File: config.mk
export PLATFORM = sky130hd
export DESIGN_NAME = pwm_capture
export DESIGN_NICKNAME = d
export VERILOG_FILES = /design/src/rtl/pwm_capture.sv
export SDC_FILE = /design/constraint.sdc
export NUM_CORES = 1
export LEC_CHECK = 0
export ABC_AREA = 1
export CAP_MARGIN = 20
export CELL_PAD_IN_SITES_DETAIL_PLACEMENT = 1
export CELL_PAD_IN_SITES_GLOBAL_PLACEMENT = 1
export CORE_MARGIN = 1
export CORE_UTILIZATION = 48
export DETAILED_ROUTE_END_ITERATION = 12
export HOLD_SLACK_MARGIN = 0.03
export PLACE_DENSITY = 0.9
export SYNTH_ARGS = -nofsm -noshare
export SYNTH_HDL_FRONTEND = slang
export SYNTH_SLANG_ARGS = --single-unit
File: constraint.sdc
create_clock -name clk -period 2.5 [get_ports clk]
set_input_delay 0.375 -clock clk [delete_from_list [all_inputs] [get_ports clk]]
set_output_delay 0.375 -clock clk [all_outputs]
set_load 0.02 [all_outputs]
File: src/rtl/pwm_capture.sv
// pwm_capture: Avalon-MM slave that measures the high time and period of an
// external PWM signal in clock cycles. Registers: 0 HIGH, 1 PERIOD_HOLD,
// 2 STATUS {overrun, timeout, level, valid}, 3 CONTROL {clear, enable}.
module pwm_capture #(
  parameter int unsigned CNT_W           = 32,
  parameter int unsigned TIMEOUT_CYCLES  = 5000000,
  parameter bit          ENABLE_ON_RESET = 1'b1
) (
  input  logic        clk,
  input  logic        reset_n,
  input  logic        pwm_in,
  input  logic [1:0]  avs_address,
  input  logic        avs_chipselect,
  input  logic        avs_read,
  input  logic        avs_write,
  input  logic [31:0] avs_writedata,
  output logic [31:0] avs_readdata
);

  localparam logic [1:0] S_IDLE  = 2'd0;
  localparam logic [1:0] S_HIGH  = 2'd1;
  localparam logic [1:0] S_LOW   = 2'd2;
  localparam logic [1:0] S_STALL = 2'd3;

  localparam logic [CNT_W-1:0] TIMEOUT_VAL = CNT_W'(TIMEOUT_CYCLES);
  localparam logic [CNT_W-1:0] CNT_ONE     = CNT_W'(1);

  logic             pwm_meta, pwm_sync, pwm_prev;
  logic             rise, fall;
  logic [1:0]       state, state_nxt;
  logic             publish, enter_stall, capture_high;
  logic [CNT_W-1:0] cnt;
  logic [CNT_W-1:0] high_tmp;
  logic [CNT_W-1:0] high_r, period_r, period_hold;
  logic             valid, timeout, overrun, enable;
  logic             rd_strobe, rd_high, wr_ctrl, clear;
  logic [31:0]      rd_mux;
  logic             unused_wdata;

  assign rise      = pwm_sync & ~pwm_prev;
  assign fall      = ~pwm_sync & pwm_prev;
  assign rd_strobe = avs_chipselect & avs_read;
  assign rd_high   = rd_strobe & (avs_address == 2'd0);
  assign wr_ctrl   = avs_chipselect & avs_write & (avs_address == 2'd3);
  assign clear     = wr_ctrl & avs_writedata[1];
  assign unused_wdata = ^avs_writedata[31:2];

  // Two-flop synchroniser followed by an edge-detect flop
  always_ff @(posedge clk or negedge reset_n) begin
    if (!reset_n) begin
      pwm_meta <= 1'b0;
      pwm_sync <= 1'b0;
      pwm_prev <= 1'b0;
    end else begin
      pwm_meta <= pwm_in;
      pwm_sync <= pwm_meta;
      pwm_prev <= pwm_sync;
    end
  end

  // Measurement FSM next-state and publish/stall decisions
  always_comb begin
    state_nxt    = state;
    publish      = 1'b0;
    enter_stall  = 1'b0;
    capture_high = 1'b0;
    case (state)
      S_IDLE:  if (rise) state_nxt = S_HIGH;
      S_HIGH: begin
        if (fall) begin
          capture_high = 1'b1;
          state_nxt    = S_LOW;
        end else if (cnt == TIMEOUT_VAL) begin
          enter_stall = 1'b1;
          state_nxt   = S_STALL;
        end
      end
      S_LOW: begin
        if (rise) begin
          publish   = 1'b1;
          state_nxt = S_HIGH;
        end else if (cnt == TIMEOUT_VAL) begin
          enter_stall = 1'b1;
          state_nxt   = S_STALL;
        end
      end
      S_STALL: if (rise) state_nxt = S_HIGH;
      default: state_nxt = S_IDLE;
    endcase
    if (!enable) begin
      state_nxt    = S_IDLE;
      publish      = 1'b0;
      enter_stall  = 1'b0;
      capture_high = 1'b0;
    end
  end

  // FSM state, saturating cycle counter and captured high time
  always_ff @(posedge clk or negedge reset_n) begin
    if (!reset_n) begin
      state    <= S_IDLE;
      cnt      <= '0;
      high_tmp <= '0;
    end else begin
      state <= state_nxt;
      if (!enable)
        cnt <= '0;
      else if (rise)
        cnt <= CNT_ONE;
      else if (cnt != '1)
        cnt <= cnt + CNT_ONE;
      if (capture_high)
        high_tmp <= cnt;
    end
  end

  // Published results, status flags and control register
  always_ff @(posedge clk or negedge reset_n) begin
    if (!reset_n) begin
      high_r      <= '0;
      period_r    <= '0;
      period_hold <= '0;
      valid       <= 1'b0;
      timeout     <= 1'b0;
      overrun     <= 1'b0;
      enable      <= ENABLE_ON_RESET;
    end else begin
      if (wr_ctrl)
        enable <= avs_writedata[0];
      // HOLD takes the pre-publish PERIOD so it pairs with the HIGH being read
      if (rd_high)
        period_hold <= period_r;
      if (publish) begin
        high_r   <= high_tmp;
        period_r <= cnt;
        valid    <= 1'b1;
      end else if (enter_stall) begin
        high_r   <= '0;
        period_r <= '0;
        valid    <= 1'b1;
      end else if (rd_high) begin
        valid <= 1'b0;
      end
      if (publish && valid && !rd_high)
        overrun <= 1'b1;
      else if (clear)
        overrun <= 1'b0;
      if (enter_stall)
        timeout <= 1'b1;
      else if (clear)
        timeout <= 1'b0;
    end
  end

  // Register read multiplexer
  always_comb begin
    rd_mux = '0;
    case (avs_address)
      2'd0: rd_mux = 32'(high_r);
      2'd1: rd_mux = 32'(period_hold);
      2'd2: rd_mux = {28'd0, overrun, timeout, pwm_sync, valid};
      2'd3: rd_mux = {31'd0, enable};
      default: rd_mux = '0;
    endcase
  end

  // Registered read data, held between reads
  always_ff @(posedge clk or negedge reset_n) begin
    if (!reset_n)
      avs_readdata <= '0;
    else if (rd_strobe)
      avs_readdata <= rd_mux;
  end

endmodule

Word-level counts from Yosys, hierarchy flattened
Cells that the tools add are included.
{"block": "classes", "add_sub_neg": 1, "multipliers": 0, "div_mod_pow": 0, "order_cmp": 0, "eq_ne": 10, "n_shift": 0, "n_mux": 30, "bitwise": 9, "n_reduce_logical": 10}
{"op": "2-to-1 mux 32 bit", "count": 6}
{"op": "one-hot mux 32 bit (4 select lines)", "count": 1}
{"op": "adder 32 x 1 -> 32 bit (second input constant)", "count": 1}
{"op": "== test 32 x 23 -> 1 bit (second input constant)", "count": 1}
{"op": "inequality test 32 bit (second input constant)", "count": 1}
{"op": "2-to-1 mux 1 bit", "count": 16}
{"op": "2-to-1 mux 2 bit", "count": 5}
{"op": "== test 2 bit (second input constant)", "count": 4}
{"op": "AND 1 bit", "count": 7}
{"op": "one-hot mux 2 bit (3 select lines)", "count": 1}
{"op": "nonzero test 2 bit", "count": 3}
{"op": "== test 2 x 1 -> 1 bit (second input constant)", "count": 2}
{"op": "zero test 2 bit", "count": 2}
{"op": "inequality test 3 x 2 -> 1 bit (second input constant)", "count": 1}
{"op": "inequality test 3 bit (second input constant)", "count": 1}
{"op": "nonzero test 3 bit", "count": 1}
{"op": "logical AND 1 bit", "count": 2}
{"op": "inverter 1 bit", "count": 2}
{"op": "one-hot mux 1 bit (2 select lines)", "count": 1}
{"op": "OR reduction 2 bit", "count": 1}
{"op": "zero test 1 bit", "count": 1}
{"block": "word_totals", "regBits": 201, "latch_bits": 0, "mem_bits_rw": 0, "mem_bits_ro": 0, "out_inout_bits": 32, "wordCells": 74, "memories": 0}

Depth between registers and ports, before layout
{"block": "depth", "depth_word": 8, "ltp_mapped": 12, "ltp_nobuf": 11}

Worst setup path before layout
No wires, ideal clock.
{"block": "synth_path", "path_kind": "register to register", "start": "register cnt[0]", "end": "register high_r[11]", "arrival_ps": 1507, "required_time_ps": 2382, "slack_ps": 875, "stages_incl_launch_ff": 12, "path_buffers": 2, "synth_period_minus_slack_ps": 1625, "path_cell_list": "dfrtp_1 -> inv_1 -> ha_1 -> nand2_1 -> nor2_1 -> nand2_1 -> nor2_1 -> nand3_2 -> nand2_2 -> buf_6 -> buf_12 -> o21ai_2"}
{"block": "synth_between", "elab_chain_cells": 6}
{"item": "start: declaration", "line_no": "32", "text": "logic [CNT_W-1:0] cnt;"}
{"item": "start signal: assignment", "line_no": "111", "text": "cnt <= cnt + CNT_ONE;"}
{"item": "== test 32 x 23 -> 1 bit (*)", "line_no": "73, 82"}
{"item": "2-to-1 mux 1 bit (*)", "line_no": "73, 82"}
{"item": "2-to-1 mux 1 bit, on equally long branches", "line_no": "79, 70"}
{"item": "one-hot mux 1 bit (2 select lines) (*)", "line_no": "67", "text": "case (state)"}
{"item": "2-to-1 mux 1 bit (*)", "line_no": "90", "text": "if (!enable) begin"}
{"item": "nonzero test 2 bit (no line) (*)"}
{"item": "end signal: assignment", "line_no": "134", "text": "high_r <= high_tmp;"}
{"item": "end: declaration", "line_no": "34", "text": "logic [CNT_W-1:0] high_r, period_r, period_hold;"}
Mark *: on every way between the ends. The rest lies on a longest branch, timed or not.
A chain may end at the register's enable or synchronous reset.

Worst setup path after layout
{"block": "layout_path", "start": "register cnt[24]", "end": "register high_r[25]"}
Same word-level chain as after synthesis.

==> flow_metrics.py <==
metrics = {
    "run_status": {
        "outcome": "finished, final reports clean",
    },
    "finish": {
        "antenna_cells_inserted": 0,
        "design.final.nets": 1167,
        "layout.core_utilization": 0.566,
        "layout-drive-gt1-share": 0.105,
        "areaGrowthSynthToFinish_pct": 15.6,
    },
    "clocking": {
        "clk-insertion-delay-late_ns": 0.52,
        "cts.htree.levels": 1,
        "max-clock-path-buffers": 3,
        "tritoncts_clock_tree": "yes",
        "clk_pin_slew_ns": 0.06,
        "cts_root_buf": "clkbuf_16",
        "tritoncts.num_buffers": 23,
        "cts_sinks": 201,
    },
    "sta": {
        "layout_min_cycle_time_ns": 2.34,
        "final_max_slew_viol_count": 0,
        "finalCritPeriodShare": 0.935,
        "setup-tns-final_ns": 0,
        "timing.max_slew.rel_slack": 0.574,
        "rsz0062_at_grt": "false",
        "setup_violations": 0,
        "setup_skew_after_layout_ns": 0.0252,
        "final_hold_viol_count": 0,
        "max_slew.worst_pin.slew_ns": 0.639,
        "timing.fmax_mhz": 428,
    },
    "synthesis": {
        "synthTopCellsByCount": "nand2_1 (388), dfrtp_1 (200), o21ai_0 (99), inv_1 (97), nand3_1 (85)",
        "netlist_top_cells_area": "dfrtp_1 (55%), nand2_1 (16%), o21ai_0 (5.4%), nand3_1 (4.7%), inv_1 (4.0%)",
        "synth_top_family_by_area": "simple AND/OR/NAND/NOR gates",
        "yosysSeqAreaShare": 0.552,
        "synth-warning-count": 0,
        "syn_area_um2": 9120,
        "synth.lib_cells_used.distinct": 32,
        "synth_flop_cell": "dfrtp_1",
        "yosys.area_share.adder": 0.00686,
        "syn-mean-instance-area_um2": 8.43,
        "ys_seq_elements": 201,
        "synth_fp_nets": 1127,
        "synth-xor-area-share": 0,
        "synth.most_common_cell": "nand2_1",
        "synth-compound-area-share": 0.107,
        "post_synth_inst_count": 1082,
        "yosys.area.top_type": "dfrtp_1",
        "synth_largest_type_area_fraction": 0.549,
        "synth_simple_gate_area_share": 0.261,
        "postSynth.asyncResetShare": 1.00,
        "synth_enable_flop_cells": 0,
        "synth_mux_area_frac": 0,
    },
    "power": {
        "vdd_ir_drop_max_v": 0.000376,
        "power_dens_cells_nw_per_um2": 753,
        "fin_total_pwr_mw": 7.95,
        "leakage_nw": 5.02,
    },
    "floorplanning": {
        "die_h_um": 140,
        "die-width_um": 140,
        "num_rows": 50,
        "io_pins": 72,
        "initial_core_utilization": 0.489,
        "core_area_um2": 18600,
        "fp.dieArea_um2": 19600,
    },
    "worst_setup_path": {
        "critical_path_arrival_ns": 2.72,
        "reg2reg_from": "cnt[24]$_DFFE_PN0P_",
        "timing.critical_path.fanout_max": 28,
        "type_of_the_worst_setup_path": "flop to flop",
        "r2r.worst_path.cells": 10,
        "critPathLaunchType": "flop",
        "setup.worst_path.end_class": "flop",
        "startpoint": "cnt[24]$_DFFE_PN0P_",
        "cp.required_ns": 2.88,
    },
    "global_routing": {
        "grt_usage": 0.330,
        "grt_remaining_overflow": 0,
        "first_global_vias": 8896,
        "maximum_number_of_pins_on_one_net_before_global_route_repair": 69,
        "antenna_found_initial": 0,
        "first_pass_grt_wire_length_um": 49900,
    },
    "min_path": {
        "worst_hold_path.num_cells": 1,
        "hold_path.startpoint": "pwm_in",
        "worstHoldPathType": "input port to flop",
    },
    "place": {
        "dp.final_hpwl_um": 18600,
        "globalplace.congestion": 0.917,
        "placement.io_buffers": 41,
    },
    "drt": {
        "drt_pass1_iterations": 5,
        "drt_first_iter_violations": 784,
        "post-route-drc-count": 0,
        "vias_per_cell": 6.03,
        "routed_wire_length_per_instance_um": 22.9,
        "drt.antenna.violating_nets": 0,
        "routed-via-count": 8262,
        "drt_total_wl_um": 31400,
    },
    "flow_run": {
        "drv_cap": 0,
    },
}
## final timing paths
path,endpoint,slack [ns]
worst max-delay path,high_r[25]$_DFFE_PN0P_,0.16
worst min-delay path,pwm_meta$_DFF_PN0_,0.31
worst max register to register,high_r[25]$_DFFE_PN0P_,0.16
worst min register to register,pwm_sync$_DFF_PN0_,0.36
max in group asynchronous,avs_readdata[6]$_DFFE_PN0P_,1.25
min in group asynchronous,high_r[30]$_DFFE_PN0P_,0.41
## cell usage in the layout (no fill, tap or decap), types with 5 or more instances in the layout
master	netlist	final
clkbuf_8	0	5
clkbuf_16	0	23
dfrtp_1	200	200
nand2_1	388	388
buf_4	1	15
ha_1	5	5
inv_1	97	97
o211ai_2	8	8
o21ai_0	99	99
buf_12	3	5
clkdlybuf4s50_1	0	40
clkinv_2	0	5
o21ai_2	32	32
a21oi_1	11	11
nor2_1	63	63
nand3_1	85	84
nand4_1	17	17
## per-stage QoR
step                      setup slack [ns]  area [µm²]  hold WS, ns  instances
final                                0.163       10500        0.305       1371
after global routing                 0.146       10500        0.309       1371
after CTS                            0.141       10500        0.305       1371
after detailed placement             0.267        9760        0.340       1330
after global placement               0.379        9760        0.334       1330
after floorplan                      0.875        9120       0.0794       1082
## worst max-delay path, stage by stage, from the launching register on
cell and delay [ns]:
dfrtp_1 0.50, inv_1 0.15, nand2_1 0.08, nor2_1 0.23, nand2_1 0.21, nor2_1 0.26, nand3_2 0.19, nand2_2 0.19
inv_4 0.18, nand2_1 0.14, nand2_1 0.07
## cell type report
| cell class | instances | area, µm² |
|---|---|---|
| Clock buffer | 31 | 646 |
| Timing Repair Buffer | 62 | 637 |
| Inverter | 102 | 385 |
| Clock inverter | 9 | 126 |
| Sequential cell | 201 | 5030 |
| Fill cell | 2156 | 8100 |
| Multi-Input combinational cell | 732 | 3430 |
| Tap cell | 234 | 293 |
## layer usage
metal	part of all wire	routed length, µm	up-vias	track usage
li1	-	-	3527	-
met1	0.40	12500	4181	0.419
met2	0.49	15500	436	0.563
met3	0.068	2140	118	0.0485
met4	0.040	1260	0	0.145
met5	0	0	-	0
## cells by family (layout without fill, tap and decap cells)
| logic type | count (synthesis) | after routing |
|---|---|---|
| compound gates | 156 | 156 |
| buf+inv | 149 | 204 |
| flops | 201 | 201 |
| fa+ha+maj | 5 | 5 |
| simple gates | 571 | 571 |
## sequential cells by signal, indices dropped and copies added (netlist names), 2 cells and up
register      cells
avs_readdata     32
cnt              32
high_r           32
high_tmp         32
period_hold      32
period_r         32
state             2
## power by group
group | switching, mW | total, mW | leakage [nW] | internal (mW)
sequential | 0.127 | 3.54 | 2.77 | 3.42
combinational | 0.628 | 0.887 | 1.86 | 0.259
clock | 1.40 | 3.51 | 0.385 | 2.12
## timing repair
| item | CTS | global route |
|---|---|---|
| setup endpoints to repair | 0 | 1 |
| hold buffers | 1 | 0 |
| resized for setup | 0 | 2 |
| buffers inserted | 0 | 0 |
| endpoints found under the hold margin | 45 | 0 |
Power figures use the tool's default switching activity.
